File: src/rtl/fd_instr_queue_pkg.sv
// Shared constants and types for the fetch/decode instruction queue.
// The fetch stage's PC reset value must come from RESET_PC here.
package fd_instr_queue_pkg;

  localparam int unsigned XLEN     = 32;
  localparam logic [XLEN-1:0] RESET_PC = 32'h0000_3000;
  localparam logic [XLEN-1:0] NOP      = 32'h0000_0000;

  typedef struct packed {
    logic [XLEN-1:0] pc;
    logic [XLEN-1:0] instr;
  } fd_entry_t;

endpackage

File: src/rtl/fd_queue_ram.sv
// DEPTH x {pc, instr} register array: one synchronous write port and
// one combinational read port. Contents are never reset.
module fd_queue_ram
  import fd_instr_queue_pkg::*;
#(
  parameter int DEPTH = 4,
  parameter int PTR_W = 2
) (
  input  logic             clk,
  input  logic             we,
  input  logic [PTR_W-1:0] waddr,
  input  fd_entry_t        wdata,
  input  logic [PTR_W-1:0] raddr,
  output fd_entry_t        rdata
);

  fd_entry_t mem_q [DEPTH];

  always_ff @(posedge clk) begin
    if (we) mem_q[waddr] <= wdata;
  end

  assign rdata = mem_q[raddr];

endmodule

File: src/rtl/fd_instr_queue.sv
// First-word-fall-through queue between fetch and decode. Accepts a push
// only when not full (independent of d_ready) and supports a full flush.
module fd_instr_queue
  import fd_instr_queue_pkg::*;
#(
  parameter int              DEPTH    = 4,
  parameter int              PTR_W    = 2,
  parameter logic [XLEN-1:0] RESET_PC = fd_instr_queue_pkg::RESET_PC
) (
  input  logic            clk,
  input  logic            reset,
  input  logic            f_valid,
  input  logic [XLEN-1:0] f_pc,
  input  logic [XLEN-1:0] f_instr,
  output logic            f_ready,
  output logic            d_valid,
  output logic [XLEN-1:0] d_pc,
  output logic [XLEN-1:0] d_instr,
  input  logic            d_ready,
  input  logic            flush,
  output logic [PTR_W:0]  count
);

  localparam logic [PTR_W:0] FULL = (PTR_W+1)'(DEPTH);

  logic [PTR_W-1:0] wr_ptr_q, wr_ptr_d;
  logic [PTR_W-1:0] rd_ptr_q, rd_ptr_d;
  logic [PTR_W:0]   cnt_q, cnt_d;
  logic             push, pop, clr;
  fd_entry_t        wdata, rdata;

  assign f_ready = (cnt_q != FULL);
  assign d_valid = (cnt_q != '0);
  assign clr     = reset | flush;
  assign push    = f_valid & f_ready & ~clr;
  assign pop     = d_valid & d_ready & ~clr;
  assign count   = cnt_q;

  assign wdata.pc    = f_pc;
  assign wdata.instr = f_instr;

  fd_queue_ram #(
    .DEPTH (DEPTH),
    .PTR_W (PTR_W)
  ) u_ram (
    .clk   (clk),
    .we    (push),
    .waddr (wr_ptr_q),
    .wdata (wdata),
    .raddr (rd_ptr_q),
    .rdata (rdata)
  );

  // Empty queue presents the reset PC and a nop so no stale/X data leaks.
  assign d_pc    = d_valid ? rdata.pc    : RESET_PC;
  assign d_instr = d_valid ? rdata.instr : NOP;

  always_comb begin
    wr_ptr_d = wr_ptr_q;
    rd_ptr_d = rd_ptr_q;
    cnt_d    = cnt_q;
    if (clr) begin
      wr_ptr_d = '0;
      rd_ptr_d = '0;
      cnt_d    = '0;
    end else begin
      if (push) wr_ptr_d = wr_ptr_q + 1'b1;
      if (pop)  rd_ptr_d = rd_ptr_q + 1'b1;
      case ({push, pop})
        2'b10:   cnt_d = cnt_q + 1'b1;
        2'b01:   cnt_d = cnt_q - 1'b1;
        default: cnt_d = cnt_q;
      endcase
    end
  end

  always_ff @(posedge clk) begin
    if (reset) begin
      wr_ptr_q <= '0;
      rd_ptr_q <= '0;
      cnt_q    <= '0;
    end else begin
      wr_ptr_q <= wr_ptr_d;
      rd_ptr_q <= rd_ptr_d;
      cnt_q    <= cnt_d;
    end
  end

endmodule

File: config.mk
export PLATFORM = sky130hd
export DESIGN_NAME = fd_instr_queue
export DESIGN_NICKNAME = d
export VERILOG_FILES = /design/src/rtl/fd_instr_queue_pkg.sv /design/src/rtl/fd_queue_ram.sv /design/src/rtl/fd_instr_queue.sv
export SDC_FILE = /design/constraint.sdc
export NUM_CORES = 1
export LEC_CHECK = 0
export ABC_AREA = 1
export ABC_CLOCK_PERIOD_IN_PS = 13100
export CAP_MARGIN = 20
export CORE_MARGIN = 2
export CORE_UTILIZATION = 55
export DETAILED_ROUTE_END_ITERATION = 12
export PLACE_DENSITY = 0.8
export SYNTH_ARGS = -nofsm -noshare
export SYNTH_HDL_FRONTEND = slang
export SYNTH_SLANG_ARGS = --single-unit
File: constraint.sdc
create_clock -name clk -period 13.1 [get_ports clk]
set_input_delay 1.965 -clock clk [delete_from_list [all_inputs] [get_ports clk]]
set_output_delay 1.965 -clock clk [all_outputs]
set_load 0.01 [all_outputs]
### Yosys cells after proc, flatten, opt, wreduce, memory -nomap -nowiden

Memory sizes are Yosys's and may differ from the RTL's. A register that Yosys moved wholly into a read port is not among the register bits.
Index checks and enable logic that the tools add are counted.

| operators by class | value |
|---|---|
| equality and inequality tests | 3 |
| reductions and logical operators | 3 |
| add/sub/neg operators | 4 |
| muxes and demuxes | 7 |
| bitwise logic cells | 6 |

Operators with widths:

| kind | count |
|---|---|
| two-way mux 32 bit | 2 |
| one-hot mux 3 bit (2 select lines) | 1 |
| adder 2 x 1 -> 2 bit, second input constant | 2 |
| bitwise AND 1 bit | 4 |
| two-way mux 2 bit | 2 |
| adder 3 x 1 -> 3 bit, second input constant | 1 |
| != test 3 bit, second input constant | 1 |
| nonzero test 3 bit | 1 |
| subtractor 3 x 1 -> 3 bit, second input constant | 1 |
| == test 2 x 1 -> 1 bit, second input constant | 1 |
| == test 2 bit, second input constant | 1 |
| two-way mux 1 bit | 2 |
| nonzero test 2 bit | 1 |
| OR reduction 2 bit | 1 |
| inverter 1 bit | 1 |
| bitwise OR 1 bit | 1 |

| word-level totals | value |
|---|---|
| memories kept | 1 |
| memory bits (writable) | 256 |
| input port bits | 69 |
| word-level logic and storage cells | 27 |
| flip-flop bits (word level) | 7 |

Memory list:

| memory | depth | width | read ports | clocked after Yosys merged registers in | write ports | RTL line | source |
|---|---|---|---|---|---|---|---|
| u_ram.mem_q | 4 | 64 | 1 | 1 | 1 | fd_queue_ram.sv:17 | `fd_entry_t mem_q [DEPTH];` |

### Longest topological paths before layout

| logic depth | value |
|---|---|
| word-level depth | 5 |
| mapped depth | 13 |
| mapped depth without buffers | 13 |

### Cells and area by module

From an unflattened synthesis, not the netlist that was laid out.

| unflattened totals | value |
|---|---|
| cells, all modules | 1199 |
| area, all modules | 11698.7 µm² |

By module, submodules not included:

| module | area an instance (µm²) | instances | cells an instance |
|---|---|---|---|
| fd_queue_ram | 10761.6 | 1 | 1010 |
| fd_instr_queue | 937.1 | 1 | 189 |

### Worst setup path before layout

Ideal clock, no wire load.

| timing path | value |
|---|---|
| path type | input port to flip-flop |
| from | input port flush |
| to | memory u_ram.mem_q[0][0] in the netlist's numbering (enable) |
| stages on the path | 3 |
| path slack | 7.457 ns |
| arrival time | 5.157 ns |
| setup time | 0.487 ns |
| data required time | 12.613 ns |
| cells stage by stage | nor2_1 nand3_1 nor2_1 |

| between the ends | value |
|---|---|
| word-level cells in the longest chain between the ends | 5 |

Ends and longest elaborated chain:

| what | RTL line | source |
|---|---|---|
| start, declared | fd_instr_queue.sv:20 | `input logic flush,` |
| bitwise OR 1 bit | fd_instr_queue.sv:34 | `assign clr = reset \| flush;` |
| inverter 1 bit | fd_instr_queue.sv:35 | `assign push = f_valid & f_ready & ~clr;` |
| bitwise AND 1 bit | fd_instr_queue.sv:35 |  |
| two-way mux 1 bit | fd_queue_ram.sv:20 | `if (we) mem_q[waddr] <= wdata;` |
| two-way mux 1 bit (implied by the code) | fd_queue_ram.sv:20 |  |
| end, declared | fd_queue_ram.sv:17 |  |

No other way between the ends.

==> impl_metrics.json <==
{
  "r2r_start": "count[1]",
  "cp-start-kind": "flip-flop",
  "post_cts_buffers": 0,
  "ir_worst_vdd_mv": 0.112,
  "initial_utilization_pct": 55.9,
  "max-slew-margin-rel_pct": 29.3,
  "routedWlPerCell_um": 18.4,
  "io_buffers": 137,
  "grt_busiest_layer": "met2",
  "antenna_cells": 0,
  "crit_fanout": 65,
  "numCtsBuffers": 26,
  "grt_use_total_pct": 22.0,
  "overflow": 0,
  "cts_root_buf": "clkbuf_16",
  "syn_inst": 822,
  "gp_congestion": 0.752,
  "ys_types": 18,
  "clk_pin_slew_ns": 0.06,
  "cp_data_arrival_time_ns": 3.42,
  "cellPowerDensity_mw_per_mm2": 139,
  "use_met2_pct": 39.7,
  "row_count": 50,
  "cts_resized": 0,
  "cts-hold-fix-buffers": 0,
  "cp_slowest_cell": "buf_4",
  "timing.setup.tns_ns": 0,
  "final_common_cell": "nor2_1",
  "syn2layout_area_growth_pct": 22.5,
  "path_class": "reg -> out",
  "max_slew.worst_pin.slew_ns": 1.06,
  "cts_tree": "done",
  "finalCritPeriodShare_pct": 41.1,
  "cap_violations": 0,
  "cts.path.max_buffers": 3,
  "grt_antenna_before_repair": 0,
  "grt_pass1_vias": 6581,
  "crit_path_end_kind": "output port",
  "num_io_pins": 138,
  "grt_pass1_wl_mm": 34.2,
  "slew_viol_final": 0,
  "skew_ns": 0.00773,
  "layout-drive-gt1-share_pct": 6.09,
  "final_nets": 1024,
  "path_cells": "buf_4 > inv_2 > buf_4 > nor2_1 > o21ai_0 > a21oi_1 > clkdlybuf4s50_1",
  "ys_seq_elements": 265,
  "final_cell_area_sq_mm": 0.0128,
  "fillCellCount": 1339,
  "critPathRequiredTime_ns": 11.14,
  "rsz0062_at_grt": "false",
  "use_met1_pct": 28.2,
  "p_total_w": 0.00177,
  "drt_wl_total_mm": 22.2,
  "fin_cells": 1203,
  "via_count": 6690,
  "dp_cells": 1155,
  "hold_class": "reg -> reg",
  "core_sq_mm": 0.0186,
  "hold_slack_ns": 0.518,
  "outcome": "completed",
  "path_buf_inv": 4,
  "syn_area_per_cell_sq_um": 12.7,
  "leakagePower_nw": 4.29,
  "fp.dieH_um": 142,
  "clock_latency_ns": 0.52,
  "final_cell_mix": "257 x nor2_1, 256 x edfxtp_1, 137 x clkdlybuf4s50_1",
  "cts.sinks": 265,
  "critPathMaxStageDelay_ns": 0.66,
  "dieArea_sq_mm": 0.0201,
  "cp_common_cell": "buf_4",
  "die_w_um": 142,
  "setup_viol": 0,
  "placed_cell_area_sq_mm": 0.0119,
  "hold_violations": 0,
  "drt_pass1_iterations": 5,
  "critPathTopFamily": "buffers and inverters",
  "drtIter0Drc": 578,
  "grtUsageMet3_pct": 3.64,
  "synth-seq-area-share_pct": 75.5,
  "synth_nets": 897,
  "clock.fmax_ghz": 0.186,
  "holdCritStartpoint": "rd_ptr_q[1]",
  "synth_area_sq_mm": 0.0104,
  "cts_max_level": 1,
  "routed_via_density": 5.56,
  "hpwl_mm": 11.8,
  "grt_max_degree": 111,
  "drc": 0,
  "fin_crit_ns": 5.39,
  "yosysWarningCount": 0,
  "ant_nets": 0
}
-- stage by stage --
stage / setup slack, ns / util [%]
final: 7.71 / 68.4
after global routing: 7.53 / 68.4
after floorplan: 7.46 / -
after CTS: 7.73 / 68.4
after global placement: 8.02 / 63.7
after detailed placement: 7.95 / 63.7
-- flip-flops by register name (all words and copies together) (netlist names), named ones only --
name and cells:
wr_ptr_q 2, u_ram.mem_q 256, count 3, rd_ptr_q 2
-- cells by family (layout without fill, tap and decap cells) --
logic type / after synthesis / in the layout / synth area share [%]
fa+ha+maj: 6 / 6 / 0.793
flops: 265 / 265 / 75.5
compound gates: 200 / 200 / 9.61
simple gates: 286 / 286 / 10.4
buf+inv: 65 / 212 / 3.72
-- synthesized netlist by cell type, drive strengths merged --
master | instances | share of area (%)
nand2 | 20 | 0.72
nand4 | 1 | 0.060
fa | 1 | 0.19
edfxtp | 256 | 74
o21ai | 129 | 6.2
clkbuf | 11 | 0.40
dfxtp | 9 | 1.7
ha | 5 | 0.60
inv | 18 | 0.65
a21oi | 71 | 3.4
buf | 36 | 2.7
nor2 | 261 | 9.4
nand3 | 4 | 0.19
-- layer usage --
metal / share of wire (%) / vias to the layer above
met2: 52 / 245
li1: - / 3159
met4: 1.2 / 0
met5: 0 / -
met1: 41 / 3265
met3: 5.9 / 21
-- worst reg2reg max path, delay by kind of cell (launching register included) --
kind,cells,cell delay [ns]
AND/OR/NAND/NOR,4,1.51
buffers and inverters,1,0.63
flip-flops,1,0.38
-- path summary, 6_finish.rpt --
| check | end | slack (ns) | cells past startpoint |
|---|---|---|---|
| worst min register to register | flip-flop | 0.52 | 4 |
| worst min-delay path | flip-flop | 0.52 | 4 |
| worst max register to register | u_ram.mem_q[1][32] | 10.20 | 5 |
| worst max-delay path | d_instr[6] | 7.71 | 7 |
-- where the power goes --
part           leakage, nW  internal, W   total, W  switching, W
Sequential            2.39     0.000938   0.000941    0.00000298
Clock                0.444     0.000459   0.000757      0.000298
Combinational         1.46    0.0000343  0.0000723     0.0000380
-- cell type report --
class,count,area [sq um],share of cell area [%]
Clock inverter,9,91.3,0.716
Inverter,18,68.8,0.539
Tap cell,234,293,2.29
Multi-Input combinational cell,492,2190,17.2
Sequential cell,265,7870,61.7
Clock buffer,39,801,6.28
Timing Repair Buffer,146,1440,11.3
(Power assumes the default switching activity.)
==> RTL edit, RTL diff (same flow settings) <==
Register the output `count` once more, with the module's reset; this adds one clock of latency there. The other outputs are not delayed to match.
--- a/src/rtl/fd_instr_queue.sv
+++ b/src/rtl/fd_instr_queue.sv
@@ -35,5 +35,11 @@
   assign push    = f_valid & f_ready & ~clr;
   assign pop     = d_valid & d_ready & ~clr;
-  assign count   = cnt_q;
+  always_ff @(posedge clk) begin
+    if (reset) begin
+      count <= '0;
+    end else begin
+      count <= cnt_q;
+    end
+  end
 
   assign wdata.pc    = f_pc;
Formal check against the unedited RTL: not equivalent (a bounded check fails within 4 cycles, from zero or initial values and one cycle with reset high).
==> RTL edit against the unedited design <==
Setup slack improved by 0.086 ns. Non-clock buffer count rose by 1. Register-to-register slack improved by 0.59 ns. Largest power group unchanged. Critical endpoint is now d_pc[2]. Sequential cell count rose by 3. Synthesized area rose by 0.71%. Total power fell by 2.2%. Wire length fell by 2.4%. Design area rose by 0.25%.
==> RTL edit: results (changes against the unedited design) <==
- Vias in the first global route: 6,674 (+1.4%)
- Peak supply drop: 0.112 mV (+0.24%)
- Fin cells: 1,212 (+0.75%)
- Top cells by area, synth: edfxtp_1, nor2_1, o21ai_0
- Post-synthesis compound-gate area fraction: 9.54% (-0.068 points)
- Met3 GRT Util: 2.86% (-0.78 points)
- CTS Buf Count: 27 (+3.8%)
- Routing usage on met2: 36.6% (-3.1 points)
- Layout cell share with drive strength beyond 1: 5.73% (-0.36 points)
- WL met1: 9110 µm (+0.70%)
- Mapped Avg Cell Area: 12.7 µm² (about the same)
- Multi-input gate area in the final layout: 2210 µm² (+0.63%)
- Cell variety after synth: 19 (+1)
- First-pass GRT wire length: 33,600 µm (-1.8%)
- Met3 Routed Length: 1330 µm (+0.68%)
- Met1 Track Usage GR: 28.0% (-0.20 points)
- Clock skew: 0.0107 ns (+0.00299 ns)
- Post-CTS Resized: 0 (unchanged)
- Mapped Nets: 903 (+0.67%)
- Pre-CTS setup slack: 8.35 ns (+0.399 ns)
- Crit Path Max Fanout: 77 (+18%)
- CP arrival: 3.34 ns (-0.08 ns)
- All-layer global routing usage: 21.2% (-0.74 points)
- Pin count of the biggest net entering global routing: 109 (-1.8%)
- Met2 Routed Length: 10,600 µm (-8.1%)
- Internal power: 1.38 mW (-3.3%)
- Clock buffers: 37 (-5.1%)
- Fin nets: 1,032 (+0.78%)
- Clock network area share: 6.43% (-0.56 points)
- Non-clk bufs: 147 (+0.68%)
- Fin util: 68.4% (about the same)
- Non-clk buf share: 11.5% (+0.19 points)
- Outcome: completed
- DRT iter0 DRCs: 553 (-4.3%)
- Register bit total from synthesis: 268 (+1.1%)
- Top post-synthesis cells by count: nor2_1, edfxtp_1, o21ai_0, a21oi_1, nand2_1
- Relative slew slack: 37.1% (+7.8 points)
- P per Cell Area: 135 nW/µm² (-2.5%)
- P_leak: 4.28 nW (-0.19%)
- Post-DP HPWL: 11,900 µm (+0.28%)
- Max stage delay on crit path: 0.75 ns (+0.09 ns)
- Multi-In Gates: 495 (+0.61%)
- Synth Area in Adders: 0.787% (-0.0056 points)
- Sequential share of power: 54.9% (+1.7 points)
- Post-synth EDFFs: 256 (unchanged)
- Sequential standard cell area: 7930 µm² (+0.76%)
- RD Place Congestion: 0.736 (-2.1%)
RTL edit: changes by cell type after synthesis:
cell,delta
dfxtp_1,+3
nor2_1,+3
buf_1,+1
clkbuf_1,-1
nand2_1,-1
nand2_2,+1
RTL edit: cells by family (layout without fill, tap and decap cells):
group                      count (synthesis)  after routing
DFF                                      268            268
buffers and inverters                     65            215
and+or+nand+nor                          289            289
adders and majority gates                  6              6
AOI/OAI and AO/OA                        200            200
RTL edit: worst paths after layout:
kind / start / to / slack, ns / cells past startpoint
worst max-delay path: register / d_pc[2] / 7.80 / 5
worst min-delay path: cnt_q[0]$_SDFFE_PP0P_ / cnt_q[0]$_SDFFE_PP0P_ / 0.50 / 1
worst max register to register: cnt_q[0]$_SDFFE_PP0P_ / u_ram.mem_q[3][60]$_DFFE_PP_ / 10.79 / 5
worst min register to register: cnt_q[0]$_SDFFE_PP0P_ / cnt_q[0]$_SDFFE_PP0P_ / 0.50 / 1
